[config.mk]
export PLATFORM = sky130hd
export DESIGN_NAME = rr_grant_arbiter
export DESIGN_NICKNAME = d
export VERILOG_FILES = /design/src/rtl/rr_grant_arbiter.sv
export SDC_FILE = /design/constraint.sdc
export NUM_CORES = 1
export LEC_CHECK = 0
export ABC_AREA = 1
export ABC_CLOCK_PERIOD_IN_PS = 2500
export CAP_MARGIN = 40
export CORE_ASPECT_RATIO = 1.4
export CORE_UTILIZATION = 50
export CTS_CLUSTER_SIZE = 8
export DETAILED_ROUTE_END_ITERATION = 7
export DONT_BUFFER_PORTS = 1
export HOLD_SLACK_MARGIN = 0.15
export PLACE_DENSITY = 0.63
export SLEW_MARGIN = 0
export SYNTH_ARGS = -nofsm -noshare
export SYNTH_HDL_FRONTEND = slang
export SYNTH_SLANG_ARGS = --single-unit
[constraint.sdc]
create_clock -name clk -period 2.5 [get_ports clk]
set_clock_uncertainty 0.2 [all_clocks]
set_input_delay 0.5 -clock clk [delete_from_list [all_inputs] [get_ports clk]]
set_output_delay 0.5 -clock clk [all_outputs]
set_load 0.01 [all_outputs]
[src/rtl/rr_grant_arbiter.sv]
// Round-robin arbiter with a registered one-hot grant that is held while the winner keeps requesting.
// Optional macro ARB_TIMEOUT_EN adds a hold limit of TIMEOUT cycles with a one-cycle timeout pulse.
module rr_grant_arbiter #(
  parameter int N       = 4,
  parameter int CNT_W   = 8,
  parameter int TIMEOUT = 16
) (
  input  logic             clk,
  input  logic             rst,
  input  logic [N-1:0]     req,
  output logic [N-1:0]     grant,
  output logic             busy,
  output logic [CNT_W-1:0] grant_cnt,
  output logic             timeout
);

  localparam int PTR_W = (N > 1) ? $clog2(N) : 1;

  if (N < 2 || N > 8) begin : g_bad_n
    $error("rr_grant_arbiter: N must be in 2..8");
  end
  if (TIMEOUT < 2 || TIMEOUT > 255) begin : g_bad_timeout
    $error("rr_grant_arbiter: TIMEOUT must be in 2..255");
  end

  typedef enum logic {IDLE, GRANT} state_t;

  state_t             state_q, state_d;
  logic [PTR_W-1:0]   ptr_q, ptr_d;
  logic [N-1:0]       grant_q, grant_d;
  logic [CNT_W-1:0]   cnt_q, cnt_d;
  logic               win_found;
  logic [PTR_W-1:0]   win_idx;
  logic [PTR_W-1:0]   win_next;
  logic               holder_req;

  // First set request bit scanning upward from ptr, wrapping modulo N.
  always_comb begin
    win_found = 1'b0;
    win_idx   = '0;
    for (int k = 0; k < N; k++) begin
      if (!win_found && req[(int'(ptr_q) + k) % N]) begin
        win_found = 1'b1;
        win_idx   = PTR_W'((int'(ptr_q) + k) % N);
      end
    end
  end

  assign win_next   = (int'(win_idx) == N - 1) ? '0 : win_idx + 1'b1;
  assign holder_req = |(req & grant_q);

`ifdef ARB_TIMEOUT_EN
  logic [7:0] hold_q, hold_d;
  logic       timeout_q, timeout_d;
`endif

  always_comb begin
    // NOTE: every variable gets a default first so no path leaves it unassigned (no latch).
    state_d = state_q;
    ptr_d   = ptr_q;
    grant_d = grant_q;
    cnt_d   = cnt_q;
`ifdef ARB_TIMEOUT_EN
    hold_d    = hold_q;
    timeout_d = 1'b0;
`endif
    case (state_q)
      IDLE: begin
        grant_d = '0;
`ifdef ARB_TIMEOUT_EN
        hold_d = '0;
`endif
        if (win_found) begin
          grant_d = {{(N-1){1'b0}}, 1'b1} << win_idx;
          state_d = GRANT;
          ptr_d   = win_next;
          cnt_d   = cnt_q + 1'b1;
        end
      end
      GRANT: begin
        if (!holder_req) begin
          grant_d = '0;
          state_d = IDLE;
        end
`ifdef ARB_TIMEOUT_EN
        // A normal release on the expiry edge takes precedence, so no pulse.
        else if (hold_q == 8'(TIMEOUT - 1)) begin
          grant_d   = '0;
          state_d   = IDLE;
          timeout_d = 1'b1;
        end else begin
          hold_d = hold_q + 1'b1;
        end
`endif
      end
      default: begin
        grant_d = '0;
        state_d = IDLE;
      end
    endcase
  end

  always_ff @(posedge clk) begin
    // NOTE: sequential state uses non-blocking assignments so all registers update together.
    if (rst) begin
      state_q <= IDLE;
      ptr_q   <= '0;
      grant_q <= '0;
      cnt_q   <= '0;
`ifdef ARB_TIMEOUT_EN
      hold_q    <= '0;
      timeout_q <= 1'b0;
`endif
    end else begin
      state_q <= state_d;
      ptr_q   <= ptr_d;
      grant_q <= grant_d;
      cnt_q   <= cnt_d;
`ifdef ARB_TIMEOUT_EN
      hold_q    <= hold_d;
      timeout_q <= timeout_d;
`endif
    end
  end

  assign grant     = grant_q;
  assign busy      = (state_q == GRANT);
  assign grant_cnt = cnt_q;
`ifdef ARB_TIMEOUT_EN
  assign timeout = timeout_q;
`else
  assign timeout = 1'b0;
`endif

endmodule
# ---- Word level (Yosys, flattened, before mapping)
# Index checks and enable logic that the tools add are counted.
dict set report classes {
  add_sub_neg 5
  mul 0
  div_mod_pow 0
  order_cmp 4
  n_eq_ne 2
  shift 1
  n_mux 26
  bitwise_logic 5
  reduce_logical 11
}
# cell count
set ops {}
lappend ops {{1-bit 2-to-1 mux} 13}
lappend ops {{3-bit by 4-bit < comparator with 1-bit output, second input constant} 3}
lappend ops {{2-bit 2-to-1 mux} 5}
lappend ops {{8-bit by 1-bit adder with 8-bit output, second input constant} 1}
lappend ops {{1-bit binary-select mux with 2-bit select} 4}
lappend ops {{4-bit 2-to-1 mux} 2}
lappend ops {{4-bit case mux with 2 select lines} 1}
lappend ops {{2-bit OR reduction} 3}
lappend ops {{2-bit by 1-bit adder with 2-bit output, second input constant} 2}
lappend ops {{2-bit adder, second input constant} 2}
lappend ops {{4-bit AND} 1}
lappend ops {{4-bit OR reduction} 1}
lappend ops {{1-bit by 2-bit << shifter with 4-bit output, first input constant} 1}
lappend ops {{1-bit AND, first input constant} 3}
lappend ops {{1-bit logical AND} 3}
lappend ops {{1-bit logical NOT} 3}
lappend ops {{2-bit by 3-bit < comparator with 1-bit output, second input constant} 1}
lappend ops {{2-bit by 1-bit == test with 1-bit output, second input constant} 1}
lappend ops {{2-bit != test, second input constant} 1}
lappend ops {{1-bit case mux with 2 select lines} 1}
lappend ops {{2-bit AND reduction} 1}
lappend ops {{1-bit inverter} 1}
dict set report word_totals {
  regBits 15
  latchBits 0
  ramBits 0
  rom_bits 0
  inputBits 6
  output_inout_bits 14
  word_cells 58
  mem_count 0
}

# ---- Depth between registers and ports, before layout
dict set report depth {
  depth_word 17
  ltp_mapped 16
  ltp_nobuf 15
}

# ---- Worst setup path after synthesis
# No wires, ideal clock.
dict set report synth_path {
  path_type {in2reg}
  start {input port req[3]}
  end {register ptr_q[1]}
  setup_time_ns 0.113
  t_arrival_ns 1.826
  required_ns 2.187
  path_slack_ns 0.361
  path_stages 13
  n_path_buf 1
  cell_sequence {inv_1 nand2_1 nand3_1 nand2_1 nor2_4 nand3_4 buf_6 nand3_2 inv_1 ha_1 nand3b_1 nand2_1 nor2_1}
}
dict set report synth_between {
  elab_chain_cells 14
  elab_cells_between_ends 29
  cone_classes {1 x add/sub; 1 x eq/ne; 20 x mux; 7 x reduce/logical}
}
# element line_no
set synth_rtl {}
lappend synth_rtl {{start: declaration} 10} ;# input logic [N-1:0] req,
lappend synth_rtl {{1-bit binary-select mux with 2-bit select} 42} ;# if (!win_found && req[(int'(ptr_q) + k) % N]) begin
lappend synth_rtl {{1-bit 2-to-1 mux (not written as such)} 42}
lappend synth_rtl {{1-bit 2-to-1 mux} 42}
lappend synth_rtl {{1-bit logical NOT} 42}
lappend synth_rtl {{1-bit logical AND} 42}
lappend synth_rtl {{1-bit 2-to-1 mux} 42}
lappend synth_rtl {{1-bit logical NOT} 42}
lappend synth_rtl {{1-bit logical AND} 42}
lappend synth_rtl {{1-bit 2-to-1 mux} 42}
lappend synth_rtl {{1-bit logical NOT} 42}
lappend synth_rtl {{1-bit logical AND} 42}
lappend synth_rtl {{2-bit 2-to-1 mux (*)} 42}
lappend synth_rtl {{2-bit by 1-bit adder with 2-bit output / 2-bit by 1-bit == test with 1-bit output (equally long branches)} 49} ;# assign win_next = (int'(win_idx) == N - 1) ? '0 : win_idx + 1'b1;
lappend synth_rtl {{2-bit 2-to-1 mux (*)} 49}
lappend synth_rtl {{named net win_next[1]} 34} ;# logic [PTR_W-1:0] win_next;
lappend synth_rtl {{end signal: assignment} 116} ;# ptr_q <= ptr_d;
lappend synth_rtl {{end: declaration} 29} ;# logic [PTR_W-1:0] ptr_q, ptr_d;
# Mark *: on every way through the listed nets, which the timed path passes. The rest lies on a longest branch. The select of a mux whose other input is x is not followed.
# A chain may end at the register's enable or synchronous reset.

# ---- Worst setup path after layout
dict set report layout_path {
  start {register ptr_q[0]}
  end {register ptr_q[1]}
}
dict set report layout_between {
  elab_chain_cells 14
  elab_cells_between_ends 32
  cone_classes {4 x add/sub; 1 x eq/ne; 20 x mux; 7 x reduce/logical}
}
# element line_no
set layout_rtl {}
lappend layout_rtl {{2-bit by 1-bit adder with 2-bit output / 1-bit binary-select mux with 2-bit select (equally long branches)} {42, 44}}
lappend layout_rtl {{1-bit binary-select mux with 2-bit select / 1-bit 2-to-1 mux (equally long branches)} 42}
lappend layout_rtl {{1-bit 2-to-1 mux (not written as such)} 42}
lappend layout_rtl {{1-bit 2-to-1 mux (not written as such) / 1-bit logical NOT (equally long branches)} 42}
lappend layout_rtl {{1-bit logical AND} 42}
lappend layout_rtl {{1-bit 2-to-1 mux} 42}
lappend layout_rtl {{1-bit logical NOT} 42}
lappend layout_rtl {{1-bit logical AND} 42}
lappend layout_rtl {{1-bit 2-to-1 mux} 42}
lappend layout_rtl {{1-bit logical NOT} 42}
lappend layout_rtl {{1-bit logical AND} 42}
lappend layout_rtl {{2-bit 2-to-1 mux (*)} 42}
lappend layout_rtl {{2-bit by 1-bit adder with 2-bit output / 2-bit by 1-bit == test with 1-bit output (equally long branches)} 49}
lappend layout_rtl {{2-bit 2-to-1 mux (*)} 49}
lappend layout_rtl {{named net win_next[1]} 34}
# Marks and branches as above.

==> metrics.md <==
| Metric | Value |
|---|---|
| WL final | `2140 um` |
| Leak Pwr | `0.509 nW` |
| Initial antenna violation count | `0` |
| Crit path kind | `reg2reg` |
| Share of cells above drive strength 1 | `13.6%` |
| Core Box Area | `1950 sq um` |
| Slew HR | `67.3%` |
| Layout Nets | `166` |
| Die Y | `55.8 um` |
| Syn Inst Count | `153` |
| CP bufs+invs | `1` |
| TritonCTS clock tree | `yes` |
| Run status | `finished, final reports clean` |
| Fillcell total | `207` |
| Avg Vias per Cell | `5.23` |
| Hold depth | `3` |
| Grt total ovfl | `0` |
| Period utilization | `85.0%` |
| Area Growth Syn to Fin | `3.51%` |
| Sequential Area | `302 sq um` |
| FF+latch count, synth | `15` |
| CP most frequent cell | `nand2_1` |
| DRC errors left | `0` |
| PD cells | `1210 nW/um^2` |
| CP peak stage delay | `460 ps` |
| CTS Sinks | `15` |
| Pins Over Slew Limit | `0` |
| Critical path, cell by cell | `nand2_1 -> nand3_1 -> nand2_1 -> nor2_4 -> nand3_1 -> nand3_1 -> nand2_1 -> inv_1 -> ha_1 -> nand3b_1 -> nand2_1 -> nor2_1` |
| Clock Path Buffers | `2` |
| Yosys warns | `0` |
| CTS buffer count | `3` |
| Syn Nets | `164` |
| RSZ-0062 raised after global routing | `false` |
| WP data required | `2500 ps` |
| Commonest non-fill, non-tap cell in the layout | `nand2_1` |
| Vias post-DR | `916` |
| Worst skew pair latency | `290 ps` |
| Final Hold Fails | `0` |
| Beginning of the worst hold path | `rst` |
| WP data arrival | `2130 ps` |
| Slew @ Worst Pin | `484 ps` |
| Rows | `19` |
| Hold WC Path Type | `in2reg` |
| Hold Path Sink | `ptr_q[0]$_SDFFE_PP0P_` |
| Final Wtd Congestion | `0.746` |
| Async SR Flop Fraction | `0%` |
| Critical path endpoint category | `flip-flop` |
| DIE WIDTH | `40.4 um` |
| TNS Setup | `0 ps` |
| CP top delay family | `simple AND/OR/NAND/NOR gates` |
| GRT Total Usage | `23.2%` |
| Slowest-stage cell, CP | `dfxtp_2` |
| Most frequent cells in the layout | `nand2_1 (47), nand3_1 (18), dfxtp_1 (14)` |
| Dominant synthesized flop cell | `dfxtp_1` |
| Post-synth EDFFs | `0` |
| Post-DP HPWL | `1660 um` |
| Startpoint type of the worst setup path | `flip-flop` |
| Synth Cell Area | `1030 sq um` |
| Initial Utilization | `53.1%` |
| Critical Path Stages | `12` |
| I/O Pins | `20` |
| R2R depth | `12` |
| Worst vdd ir | `0.481 mV` |
| 1st-pass router iterations | `4` |
| R2r setup slk | `370 ps` |
| Syn_area_per_cell | `6.76 sq um` |
| Number of diodes | `0` |
| Core Util, Final | `54.9%` |
| Post-layout min period | `2130 ps` |
| CP Max Fanout | `8` |
| Global-route wire length before repair | `3670 um` |
| Worst R2R End | `ptr_q[1]$_SDFFE_PP0P_` |
| Wire per inst | `12.2 um` |
| Yosys cell types | `27` |
| DRT antenna net count | `0` |
| CTS H-tree lvls | `1` |
| Die area | `2260 sq um` |
| Fmax | `471 MHz` |
| Initial DRC Count | `13` |
| Count of input and output buffers | `0` |
| Clock Tree Root | `clkbuf_4` |
| RR Startpoint | `ptr_q[0]$_SDFFE_PP0P_` |
| Vias in the first global route | `902` |
| Multi-input gate area | `628 sq um` |
| Clock transition at path regs | `110 ps` |
| # setup viols final | `0` |
| Max-cap check violation count | `0` |
| Largest net degree at the start of global routing | `16` |
| Register area share after synthesis | `29.0%` |
-- metal layers --
metal	part of all wire (%)	global-route usage, %	vias up
li1	-	-	485
met1	40	23.8	408
met2	55	42.2	21
met3	4.6	5.20	2
met4	0.89	7.14	0
met5	0	0	-
-- registers in the layout, summed over array words and instances (netlist names) --
| name | count |
|---|---|
| grant_cnt | 8 |
| grant | 4 |
| busy | 1 |
| ptr_q | 2 |
-- timing repair --
action | in CTS | in global routing
hold buffers | 1 | 0
hold endpoints to repair | 11 | 0
buffers inserted | 0 | 0
resized for setup | 0 | 1
setup endpoints to repair | 0 | 1
-- stage by stage --
stage	worst slack (ps)	std cells	hold WS, ps	power [mW]	area [sq um]
after floorplan	361	153	296	1.03	1030
after global placement	290	170	316	1.15	1030
after detailed placement	242	170	323	1.15	1030
after CTS	226	175	184	1.31	1070
after global routing	144	175	189	1.45	1070
final	375	175	178	1.29	1070
-- how the worst max path moves through the flow --
stage | start | to | slack, ps
after floorplan | req[3] | ptr_q[1]$_SDFFE_PP0P_ | 360
after detailed placement | ptr_q[0]$_SDFFE_PP0P_ | ptr_q[1]$_SDFFE_PP0P_ | 240
after global placement | ptr_q[0]$_SDFFE_PP0P_ | ptr_q[1]$_SDFFE_PP0P_ | 290
after CTS | ptr_q[0]$_SDFFE_PP0P_ | ptr_q[1]$_SDFFE_PP0P_ | 230
after global routing | ptr_q[0]$_SDFFE_PP0P_ | ptr_q[1]$_SDFFE_PP0P_ | 140
final | ptr_q[0]$_SDFFE_PP0P_ | ptr_q[1]$_SDFFE_PP0P_ | 370
-- area by class of cell --
cell class	count	area share (%)
multi-input combinational	117	58.6
timing repair buffer	2	1.64
clock buffer	3	2.10
tap	21	2.45
inverter	16	6.31
clock inverter	1	0.701
sequential	15	28.2
-- tightest hold or removal path: stages --
cell,delay (ps)
inv_1,50
nand2_1,70
nor2_1,30
-- report_power, final --
group	leakage, nW	switching [mW]	internal (mW)	total (mW)
clock	0.0139	0.0875	0.0608	0.148
sequential	0.123	0.103	0.302	0.405
combinational	0.372	0.468	0.273	0.740
total	0.509	0.658	0.635	1.29
-- cell usage after synthesis (all sizes together) (2+ instances only) --
| library cell | n | area share (%) |
|---|---|---|
| a21oi | 10 | 4.8 |
| buf | 4 | 3.4 |
| dfxtp | 15 | 29 |
| ha | 5 | 6.0 |
| inv | 16 | 6.5 |
| nand2 | 53 | 21 |
| nand3 | 20 | 11 |
| nand3b | 3 | 2.2 |
| nand4 | 2 | 1.2 |
| nor2 | 13 | 5.4 |
| xor2 | 5 | 4.2 |
-- logic make-up (layout without fill, tap and decap cells) --
| kind of cell | after synthesis | in the layout | synth area share [%] |
|---|---|---|---|
| other | 1 | 1 | 0.362 |
| xor gates and xnor gates | 6 | 6 | 5.08 |
| buffers and inverters | 21 | 22 | 10.3 |
| and+or+nand+nor | 93 | 93 | 42.7 |
| AOI/OAI and AO/OA | 12 | 12 | 6.53 |
| DFF | 15 | 15 | 29.0 |
| adders and majority gates | 5 | 5 | 6.05 |
(Power assumes the default switching activity.)
